--- src/rtl/npc_unit.sv ---
// npc_unit: PC register and next-PC sequencer (branch/jump/jr/exception).
// Define DELAY_SLOT_EN for architectural single-delay-slot redirects.
module npc_unit #(
    parameter logic [31:0] RESET_PC = 32'h0000_3000,
    parameter logic [31:0] EXC_PC   = 32'h0000_4180
) (
    input  logic        clk,
    input  logic        rst,
    input  logic        stall,
    input  logic        br_taken,
    input  logic [31:0] br_offset,
    input  logic        j_valid,
    input  logic [25:0] j_index,
    input  logic        jr_valid,
    input  logic [31:0] jr_target,
    input  logic        exc_valid,
    output logic [31:0] pc,
    output logic [31:0] pc_plus4,
    output logic        flush,
    output logic        misalign
);

    logic        redir;
    logic [31:0] target;
    logic        jr_bad;

    assign pc_plus4 = pc + 32'd4;
    assign jr_bad   = jr_valid && (jr_target[1:0] != 2'b00);

    always_comb begin
        redir  = 1'b0;
        target = pc_plus4;
        if (jr_valid) begin
            redir  = 1'b1;
            target = jr_target;
        end else if (j_valid) begin
            redir  = 1'b1;
            target = {pc_plus4[31:28], j_index, 2'b00};
        end else if (br_taken) begin
            redir  = 1'b1;
            target = pc_plus4 + br_offset;
        end
    end

`ifdef DELAY_SLOT_EN
    typedef enum logic {RUN, DSLOT} state_t;
    state_t      state;
    logic [31:0] tgt;

    always_ff @(posedge clk) begin
        if (rst) begin
            pc       <= RESET_PC;
            state    <= RUN;
            tgt      <= '0;
            flush    <= 1'b0;
            misalign <= 1'b0;
        end else begin
            flush    <= 1'b0;
            misalign <= 1'b0;
            if (exc_valid) begin
                pc    <= EXC_PC;
                state <= RUN;
                tgt   <= '0;
                flush <= 1'b1;
            end else if (stall) begin
                pc    <= pc;
            end else if (state == DSLOT) begin
                // Requests from the slot instruction are dropped
                pc    <= tgt;
                state <= RUN;
            end else if (jr_bad) begin
                pc       <= EXC_PC;
                tgt      <= '0;
                flush    <= 1'b1;
                misalign <= 1'b1;
            end else if (redir) begin
                tgt   <= target;
                pc    <= pc_plus4;
                state <= DSLOT;
            end else begin
                pc <= pc_plus4;
            end
        end
    end
`else
    always_ff @(posedge clk) begin
        if (rst) begin
            pc       <= RESET_PC;
            flush    <= 1'b0;
            misalign <= 1'b0;
        end else begin
            flush    <= 1'b0;
            misalign <= 1'b0;
            if (exc_valid) begin
                pc    <= EXC_PC;
                flush <= 1'b1;
            end else if (stall) begin
                pc <= pc;
            end else if (jr_bad) begin
                pc       <= EXC_PC;
                flush    <= 1'b1;
                misalign <= 1'b1;
            end else if (redir) begin
                pc    <= target;
                flush <= 1'b1;
            end else begin
                pc <= pc_plus4;
            end
        end
    end
`endif

endmodule

--- config.mk ---
export PLATFORM = sky130hd
export DESIGN_NAME = npc_unit
export DESIGN_NICKNAME = d
export VERILOG_FILES = /design/src/rtl/npc_unit.sv
export SDC_FILE = /design/constraint.sdc
export NUM_CORES = 1
export LEC_CHECK = 0
export BUFFER_PORTS_ARGS = -buffer_cell sky130_fd_sc_hd__buf_2
export CAP_MARGIN = 20
export CORE_MARGIN = 3
export CORE_UTILIZATION = 40
export CTS_CLUSTER_SIZE = 14
export DETAILED_ROUTE_END_ITERATION = 8
export PLACE_DENSITY_LB_ADDON = 0.2
export SLEW_MARGIN = 20
export SYNTH_ARGS = -nofsm -noshare
export SYNTH_HDL_FRONTEND = slang
export SYNTH_SLANG_ARGS = --single-unit
--- constraint.sdc ---
create_clock -name clk -period 7.7 [get_ports clk]
set_input_delay 0.77 -clock clk [delete_from_list [all_inputs] [get_ports clk]]
set_output_delay 0.77 -clock clk [all_outputs]
set_load 0.03 [all_outputs]
==> results of run 1 <==
## layout by cell type, fill, tap and decap left out, drive strengths merged, types with 8 or more instances in the layout
cell type / instances
mux2i: 8
a21o: 17
nand2: 55
inv: 17
nor2b: 10
buf: 165
a32oi: 8
ha: 38
a31oi: 11
o21ai: 50
nor2: 52
xor2: 15
nand4: 15
dfxtp: 34
a22oi: 10
xnor2: 31
and2: 8
nand3: 30
a21oi: 46
nor3: 17
o31ai: 10
o211ai: 8
## per-layer routing
layer	track usage, %	up-vias	share of wire (%)
met5	0	-	0
met4	7.532	0	1.8
met3	5.768	28	9.3
met2	47.99	307	45
met1	40.82	2570	44
li1	-	2624	-
## kinds of logic (layout without fill, tap and decap cells)
kind of cell | Yosys count | in the layout | synth area share, %
XOR/XNOR | 46 | 46 | 9.071
flip-flops | 34 | 34 | 15.04
AO/OA/AOI/OAI | 224 | 224 | 33.71
buffers and inverters | 49 | 190 | 4.646
adder cells (fa/ha/maj) | 39 | 39 | 10.95
multiplexers | 9 | 9 | 2.019
AND/OR/NAND/NOR | 216 | 216 | 24.56
## registers in the layout (all words and copies together) (netlist names)
signal and count:
pc 32, flush 1, misalign 1
## power by group through the flow
stage                     clock network (mW)  registers, mW  logic, mW
after detailed placement                   0          0.199      0.267
final                                  0.282          0.196      0.273
after global placement                     0          0.199      0.266
after CTS                              0.283          0.195      0.269
after floorplan                            0          0.211      0.163
after global routing                   0.287          0.197      0.295
## area by class of cell
class                           count  share of cell area [%]
Multi-Input combinational cell    534                   65.05
Timing Repair Buffer              165                   14.92
Sequential cell                    34                   12.19
Tap cell                          140                   3.136
Clock buffer                        6                   2.487
Inverter                           17                   1.142
Clock inverter                      2                   1.075
## worst max-delay path: cells and delay by family (launching register included)
family                     cells  cell delay [ns]
AOI/OAI and AO/OA              5             1.03
xor gates and xnor gates       2             0.43
adders and majority gates      2             0.63
DFF                            1             0.48
and+or+nand+nor                5             1.36
## worst min path at each step
| stage | cells after the start | slack (ns) | to | from |
|---|---|---|---|---|
| floorplan | 2 | 0.62 | pc[29] | pc[29] |
| global placement | 2 | 0.50 | pc[0] | pc[0] |
| detailed placement | 2 | 0.51 | pc[0] | pc[0] |
| CTS | 2 | 0.52 | pc[0] | pc[0] |
| global route | 2 | 0.55 | pc[1] | pc[1] |
| finish | 2 | 0.51 | pc[0] | pc[0] |
==> results.md, run 1 <==
- Status: finished clean
- Final hold violations: 0
- Area share of the largest cell type after synthesis: 15.04%
- Post-synth EDFFs: 0
- Tot GR Track Use: 29.70%
- Initial Utilization: approximately two fifths
- Multi-input logic area: 3633 um^2
- Rows: 38
- Worst skew pair latency: about 0.29 ns
- CP Capture Type: register
- Iter 0 DRT Violations: 527
- #FFs+latches synth: 34
- Async S/R FF share, synth: 0%
- Final min period: 4.025 ns
- Vias per cell: 6.157
- DP Cell Count: 890
- Sequential Power Share: 26.1%
- Syn Area/Cell: 7.333 um^2
- Worst slew pin tran: ~1.0 ns
- # clock sinks: 34
- Worst-path cell chain: ha_1, nand3_1, nor2_1, nand2_1, nor2_1, xor2_1, ha_1, a21o_1, a21o_1, a21oi_1, nor2b_1, o31ai_2, xnor2_1, a221oi_1
- WHS: ~0.5 ns
- Synthesized instance count: 617
- Min-delay worst type: register to register
- Post-synthesis instance area: 4524 um^2
- Synth top cells by count: nand2_1, nor2_1, o21ai_0
- Vias in the first global route: 5513
- Critical Path Source: pc[2]
- Data required time of the worst path: 7.90 ns
- H-tree levels: 2
- Layout cell share with drive strength beyond 1: between 20% and 30%
- Area post-placement: about 5400 um^2
- Clk slew on worst S/H paths: 0.06 ns
- Drt drc: 0
- Switch share: a little over a third
- Final Util: 51.08%
- Slowest stage delay, CP: 0.59 ns
- Clk network pwr share: a little under two fifths
- Worst Path Arrival: approximately 4.2 ns
- Setup bufs post-CTS: 0
- Iteration count of the initial detailed-routing pass: 5
- Slew Limit Fails: 0
- Gp weighted congestion: roughly 1.0
- Die Y: between 100 and 150 um
- Register area share after synthesis: 15.04%
- Die footprint: approximately 13000 um^2
- Area grow syn2layout: 23.45%
- Worst Reg2Reg Path Length in Cells: 14
- Core Box Area: 10940 um^2
- Total clock buffers created by CTS: 5
- Fmax: about 0.25 GHz
- Final setup viols: 0
- Routed WL: 19160 um
- Internal Power: between 400 and 500 uW
- Reg2reg end: pc[25]
- Maximum VDD drop: 0.1074 mV
- Initial antenna violation count: 0
- CTS tree: yes
- # fillers: 1120
- Prevailing post-synth register cell: dfxtp_1
- Tcrit/Tclk final: 52.27%
- Count of cell types in the netlist: 76
- IO Pins: 163
- Class of the most critical setup path: register to register
- Final Skew: between 0.002 and 0.003 ns
- Overall Power: 750.2 uW
- CP Max Fanout: 8
- Via count: roughly 5500
- Root Buffer: clkbuf_16
- Reg2reg setup slack: 3.68 ns
- Finished Cell Area: about 5600 um^2
- Non-Filler Instances: 898
- FF+latch area: 680.7 um^2
- CTS resizes: 0
- Worst slew margin: 31.85%
- Crit path launch type: register
- Pin count of the biggest net entering global routing: 36
- Worst setup path endpoint: pc[25]
- Setup TNS: 0 ns
- Lkg Pwr: 2.645 nW
- RSZ-0062 raised after global routing: no
- Hold-fix buffers, CTS: 0
- Reg2reg start: pc[2]
- ANT cells: 0
- Post-Syn Nets: 753
- Drt wl/cell: approximately 21 um
- NetSw: between 200 and 300 uW
- Dpl ws: between 3 and 4 ns
- First-pass GRT wire length: 30040 um
- Cell with the most instances after synthesis: nand2_1
- CP max stage cell: nor2b_1
- Area leader, netlist: dfxtp_1
- Number of routed nets with antenna violations: 0
- # port buffers: approximately 160
- Post-DP HPWL: approximately 15000 um
- MaxCap Viol Count: 0
- Final WS setup: 3.675 ns
- Comb pwr share: 36.3%
- Worst-case clock buffer depth: 2
- Synth warn: 0
- Layout Nets: around 890
- Pwr dens: 134.3 nW/um^2
- Die X: 112.4 um
- Top post-synthesis cells by area: dfxtp_1, ha_1, xnor2_1
- Gr ovfl total: 0
No activity file was read; power rests on OpenSTA's default activity.
==> run 2, diff against run 1 <==
==> constraint.sdc (replaced) <==
create_clock -name clk -period 3.2 [get_ports clk]
set_input_delay 0.32 -clock clk [delete_from_list [all_inputs] [get_ports clk]]
set_output_delay 0.32 -clock clk [all_outputs]
set_load 0.03 [all_outputs]
==> results.md, run 2 (same netlist as run 1, synthesis figures left out) <==
- WHS: 0.2847 ns (-0.2282 ns)
- # fillers: 989 (-12%)
- Tot GR Track Use: 31.75% (+2.0 points)
- Tcrit/Tclk final: 98.47% (+46 points)
- Iteration count of the initial detailed-routing pass: 5 (unchanged)
- Die Y: 112.4 um (unchanged)
- Reg2reg end: pc[28]
- Worst skew pair latency: 0.29 ns (about the same)
- Worst slew margin: 53.97% (+22 points)
- Pin count of the biggest net entering global routing: 33 (-8.3%)
- Commonest non-fill, non-tap cell in the layout: buf_2
- # clock sinks: 34 (unchanged)
- Die X: 112.4 um (unchanged)
- Worst Path Arrival: 3.33 ns (-0.89 ns)
- Worst Reg2Reg Path Length in Cells: 14 (unchanged)
- Finished Cell Area: 6993 um^2 (+25%)
- Reg2reg start: pc[12]
- Clk slew on worst S/H paths: 0.06 ns (about the same)
- Final setup viols: 0 (unchanged)
- Crit path launch type: register
- Final hold violations: 0 (unchanged)
- Max reg flops: 32 (unchanged)
- Final Util: 63.95% (+13 points)
- Root Buffer: clkbuf_16
- Reg2reg setup slack: 0.05 ns (-3.63 ns)
- Total clock buffers created by CTS: 5 (unchanged)
- Area post-placement: 6525 um^2 (+21%)
- Final Skew: 0.006008 ns (+0.003025 ns)
- # port buffers: 162 (unchanged)
- Post-DP HPWL: 16220 um (+11%)
- Status: finished clean
- Worst slew pin tran: 0.6896 ns (-0.3247 ns)
- CP Capture Type: register
- Layout cell share with drive strength beyond 1: 44.52% (+19 points)
- H-tree levels: 2 (unchanged)
- IO Pins: 163 (unchanged)
- MaxCap Viol Count: 0 (unchanged)
- Fmax: 0.3174 GHz (+28%)
- Die footprint: 12620 um^2 (unchanged)
- Vias in the first global route: 5841 (+5.9%)
- Initial Utilization: 41.37% (unchanged)
- Maximum VDD drop: 0.2202 mV (+100%)
- Initial antenna violation count: 0 (unchanged)
- Iter 0 DRT Violations: 433 (-18%)
- RSZ-0062 raised after global routing: yes
- First-pass GRT wire length: 31570 um (+5.1%)
- Hold wc startpoint: j_index[19]
- Slew Limit Fails: 0 (unchanged)
- Via count: 5990 (+8.3%)
- Biggest register: pc
- Gp weighted congestion: 0.9886 (-1.6%)
- Pwr dens: 253.8 nW/um^2 (+89%)
- Rows: 38 (unchanged)
- Worst-case clock buffer depth: 2 (unchanged)
- CP Max Fanout: 5 (-3)
- Core Box Area: 10940 um^2 (unchanged)
- Routed WL: 20790 um (+8.5%)
- Dpl ws: -0.1148 ns (-3.903 ns)
- Final min period: 3.151 ns (-0.8735 ns)
- Final WS setup: 0.04895 ns (-3.626 ns)
- ANT cells: 0 (unchanged)
- Vias per cell: 6.057 (-1.6%)
- CTS tree: yes
- Worst Hold Path EP: pc[21]
- Data required time of the worst path: 3.37 ns (-4.53 ns)
- Min-delay worst type: input pin to register
- Lkg Pwr: 3.245 nW (+23%)
- Gr ovfl total: 0 (unchanged)
- Number of routed nets with antenna violations: 0 (unchanged)
- Drt drc: 0 (unchanged)
- Class of the most critical setup path: register to register
- Hold Path Depth: 3 (+1)
- Area grow syn2layout: 54.56%
- Drt wl/cell: 21.02 um (-1.5%)
- Layout Nets: 984 (+10%)
- Most frequent cells in the layout: buf_2, buf_4, nand2_1
- Largest regs: pc: 32 flops, flush: 1 flops, misalign: 1 flops
run 2: changes by cell type in the layout (fill, tap and decap cells not counted), moves of 7 or more:
cell     change
a21oi_1     -12
a21oi_2     +10
buf_4       +89
xnor2_1     -15
xnor2_4      +8
ha_1        -16
xnor2_2      +7
dfxtp_1     -20
ha_4        +16
dfxtp_4     +16
run 2: critical path: stages (launching register included):
cell and delay (ns):
dfxtp_4 0.34, nand4_1 0.26, nor3_4 0.42, nand2_4 0.15, nor2_4 0.18, xor2_4 0.25, ha_4 0.26, a21oi_4 0.16
o21a_1 0.13, o21ai_0 0.07, a21oi_1 0.16, nor2b_1 0.06, a311o_1 0.35, a41oi_1 0.16, o21ai_1 0.09
run 2: timing repair:
item	in CTS	in global routing
endpoints found under the setup margin	9	16
buffers inserted	1	9
hold buffers	0	0
pin swaps	5	31
resized for setup	8	42
run 2: worst max-delay path by stage:
stage | start | end | slack, ns | depth (start not counted)
6_report | pc[12] | pc[28] | 0.05 | 14
5_1_grt | pc[12] | pc[31] | -0.08 | 13
4_1_cts | pc[3] | pc[26] | -0.01 | 13
3_5_place_dp | pc[6] | pc[26] | -0.11 | 14
3_3_place_gp | pc[6] | pc[26] | -0.02 | 14
2_1_floorplan | pc[4] | pc[28] | -0.05 | 14
run 2: cell type report:
cell class | instances | area (um^2) | area share (%)
clock buffer | 8 | 136.4 | 1.950
sequential | 34 | 745.7 | 10.66
tap | 140 | 175.2 | 2.505
timing repair buffer | 256 | 1524 | 21.79
inverter | 17 | 63.81 | 0.9125
multi-input combinational | 534 | 4348 | 62.18
run 2: per-stage QoR:
step	power, mW	instances	setup TNS [ns]
global route	1.858	989	-0.4793
CTS	1.732	980	-0.01375
global placement	1.231	971	-0.02346
floorplan	0.9317	617	-0.1081
finish	1.775	989	0
detailed placement	1.234	971	-0.3771
run 2: metal layers:
metal	vias to the layer above	part of all wire [%]	global-route usage (%)	routed length, um
met5	-	0	0	0
met4	0	4.3	12.26	890
met3	54	8.8	6.146	1831
met2	309	47	52.40	9678
met1	2824	40	41.00	8388
li1	2803	-	-	-
run 2: report_power, final:
| part | leakage, nW | switching [mW] | internal, mW |
|---|---|---|---|
| combinational | 2.89 | 0.477 | 0.351 |
| sequential | 0.290 | 0.0238 | 0.436 |
| clock | 0.0652 | 0.197 | 0.290 |
| total | 3.25 | 0.698 | 1.08 |
==> run 3, diff against run 2 <==
--- a/config.mk
+++ b/config.mk
@@ -12,7 +12,8 @@
 export CTS_CLUSTER_SIZE = 14
 export DETAILED_ROUTE_END_ITERATION = 8
 export PLACE_DENSITY_LB_ADDON = 0.2
-export SLEW_MARGIN = 20
+export REMOVE_ABC_BUFFERS = 1
+export SLEW_MARGIN = 5
 export SYNTH_ARGS = -nofsm -noshare
 export SYNTH_HDL_FRONTEND = slang
 export SYNTH_SLANG_ARGS = --single-unit
==> results.md, run 3 (same netlist as run 1, synthesis figures left out) <==
- Status: finished clean
- Final setup viols: 0 (unchanged)
- Worst slew pin tran: 0.8110 ns (+0.1214 ns)
- H-tree levels: 2 (unchanged)
- Die footprint: 12620 um^2 (unchanged)
- CTS tree: yes
- Drt drc: 0 (unchanged)
- Data required time of the worst path: 3.39 ns (+0.02 ns)
- Gr ovfl total: 0 (unchanged)
- Vias per cell: 6.050 (-0.11%)
- Total clock buffers created by CTS: 5 (unchanged)
- Commonest non-fill, non-tap cell in the layout: buf_2
- Iter 0 DRT Violations: 439 (+1.4%)
- Maximum VDD drop: 0.1847 mV (-16%)
- Pwr dens: 263.1 nW/um^2 (+3.6%)
- Gp weighted congestion: 1.025 (+3.6%)
- Hold-fix buffers, CTS: 0 (unchanged)
- Most frequent cells in the layout: buf_2, buf_4, nand2_1
- Area grow syn2layout: 52.46%
- RSZ-0062 raised after global routing: yes
- Die Y: 112.4 um (unchanged)
- Min-delay worst type: input pin to register
- Root Buffer: clkbuf_16
- Initial Utilization: 41.37% (unchanged)
- Routed WL: 20600 um (-0.92%)
- Final Skew: 0.007484 ns (+0.001476 ns)
- Fmax: 0.3162 GHz (-0.35%)
- Layout cell share with drive strength beyond 1: 44.24% (-0.28 points)
- Slowest stage delay, CP: 0.32 ns (-0.10 ns)
- Crit path launch type: register
- Pin count of the biggest net entering global routing: 23 (-30%)
- Drt wl/cell: 20.25 um (-3.7%)
- MaxCap Viol Count: 0 (unchanged)
- IO Pins: 163 (unchanged)
- ANT cells: 0 (unchanged)
- Crit path buf inv count: 3 (+3)
- CP Capture Type: register
- Core Box Area: 10940 um^2 (unchanged)
- Final min period: 3.162 ns (+0.01101 ns)
- Hold wc startpoint: jr_target[15]
- Iteration count of the initial detailed-routing pass: 5 (unchanged)
- Slew Limit Fails: 0 (unchanged)
- CP max stage cell: dfxtp_2
- Worst Path Arrival: 3.35 ns (+0.02 ns)
- Via count: 6153 (+2.7%)
- Max reg flops: 32 (unchanged)
- Initial antenna violation count: 0 (unchanged)
- # fillers: 1028 (+3.9%)
- Class of the most critical setup path: register to register
- Tot GR Track Use: 30.30% (-1.5 points)
- Reg2reg setup slack: 0.04 ns (about the same)
- Reg2reg start: pc[6]
- Final Util: 63.08% (-0.87 points)
- Tcrit/Tclk final: 98.81% (+0.34 points)
- Biggest register: pc
- Rows: 38 (unchanged)
- First-pass GRT wire length: 30730 um (-2.7%)
- Die X: 112.4 um (unchanged)
- Number of routed nets with antenna violations: 0 (unchanged)
- WHS: 0.2948 ns (+0.01006 ns)
- Worst slew margin: 45.52% (-8.5 points)
- Lkg Pwr: 3.336 nW (+2.8%)
- Worst-case clock buffer depth: 2 (unchanged)
- Worst skew pair latency: 0.28 ns (about the same)
- Worst-path cell chain: and3_4, buf_6, and4_4, nand4_1, xnor2_2, ha_4, buf_4, a21oi_1, o21ai_1, a211oi_2, a21oi_1, nor2b_1, buf_4, o31ai_2, xnor2_1, a221oi_1
- Final hold violations: 0 (unchanged)
- # clock sinks: 34 (unchanged)
- CP delay by family, top: compound AO/OA/AOI/OAI gates
- # port buffers: 162 (unchanged)
- Vias in the first global route: 5898 (+0.98%)
- CP Max Fanout: 6 (+1)
- Post-DP HPWL: 15460 um (-4.7%)
- Critical Path Source: pc[6]
- Layout Nets: 1012 (+2.8%)
- Largest regs: pc: 32 flops, flush: 1 flops, misalign: 1 flops
- Clk slew on worst S/H paths: 0.06 ns (about the same)
[run 3: cell types whose count changed in the layout (fill, tap and decap cells not counted), sizes merged]
cell / delta
clkbuf: -1
clkinv: +1
buf: +28
[run 3: what timing repair did]
action | 4_1_cts | 5_1_grt
endpoints found under the setup margin | 13 | 20
pin swaps | 16 | 40
resized for setup | 34 | 70
setup buffers | 9 | 17
[run 3: area by class of cell]
class	instances	area (um^2)	area share, %
Timing Repair Buffer	284	1749	25.36
Sequential cell	34	691.9	10.03
Clock buffer	7	142.6	2.068
Tap cell	140	175.2	2.539
Inverter	17	63.81	0.9251
Clock inverter	1	5.005	0.07256
Multi-Input combinational cell	534	4070	59.01
[run 3: path summary, 6_finish.rpt]
path | end | cells past startpoint
min reg2reg | pc[0] | 2
max | pc[25] | 16
max reg2reg | pc[25] | 16
min | pc[15] | 3
[run 3: stage by stage]
stage	instances	total power [mW]	area, um^2	setup slack [ns]	setup TNS (ns)
global route	1017	1.887	6898	-0.1586	-0.7853
detailed placement	983	1.207	6085	-0.1777	-0.8525
floorplan	585	0.8767	4378	-0.7606	-11.06
CTS	1000	1.742	6424	0.0006126	0
global placement	983	1.200	6085	-0.1134	-0.4106
finish	1017	1.815	6898	0.03793	0
[run 3: where the power goes]
group	total, mW	switching (mW)	leakage, nW	internal [mW]
sequential	0.462	0.0196	0.281	0.442
clock	0.512	0.202	0.0739	0.309
combinational	0.841	0.483	2.98	0.358
total	1.81	0.705	3.34	1.11
[run 3: metal layers]
| metal | global-route usage (%) | up-vias | part of all wire [%] |
|---|---|---|---|
| met3 | 5.337 | 74 | 9.9 |
| li1 | - | 2846 | - |
| met5 | 0 | - | 0 |
| met1 | 39.97 | 2863 | 40 |
| met4 | 12.90 | 0 | 4.1 |
| met2 | 48.71 | 370 | 45 |
[run 3: worst min-delay path, delay by kind of cell]
family                 cells  cell delay (ns)
AO/OA/AOI/OAI              2             0.15
buffers and inverters      1             0.08
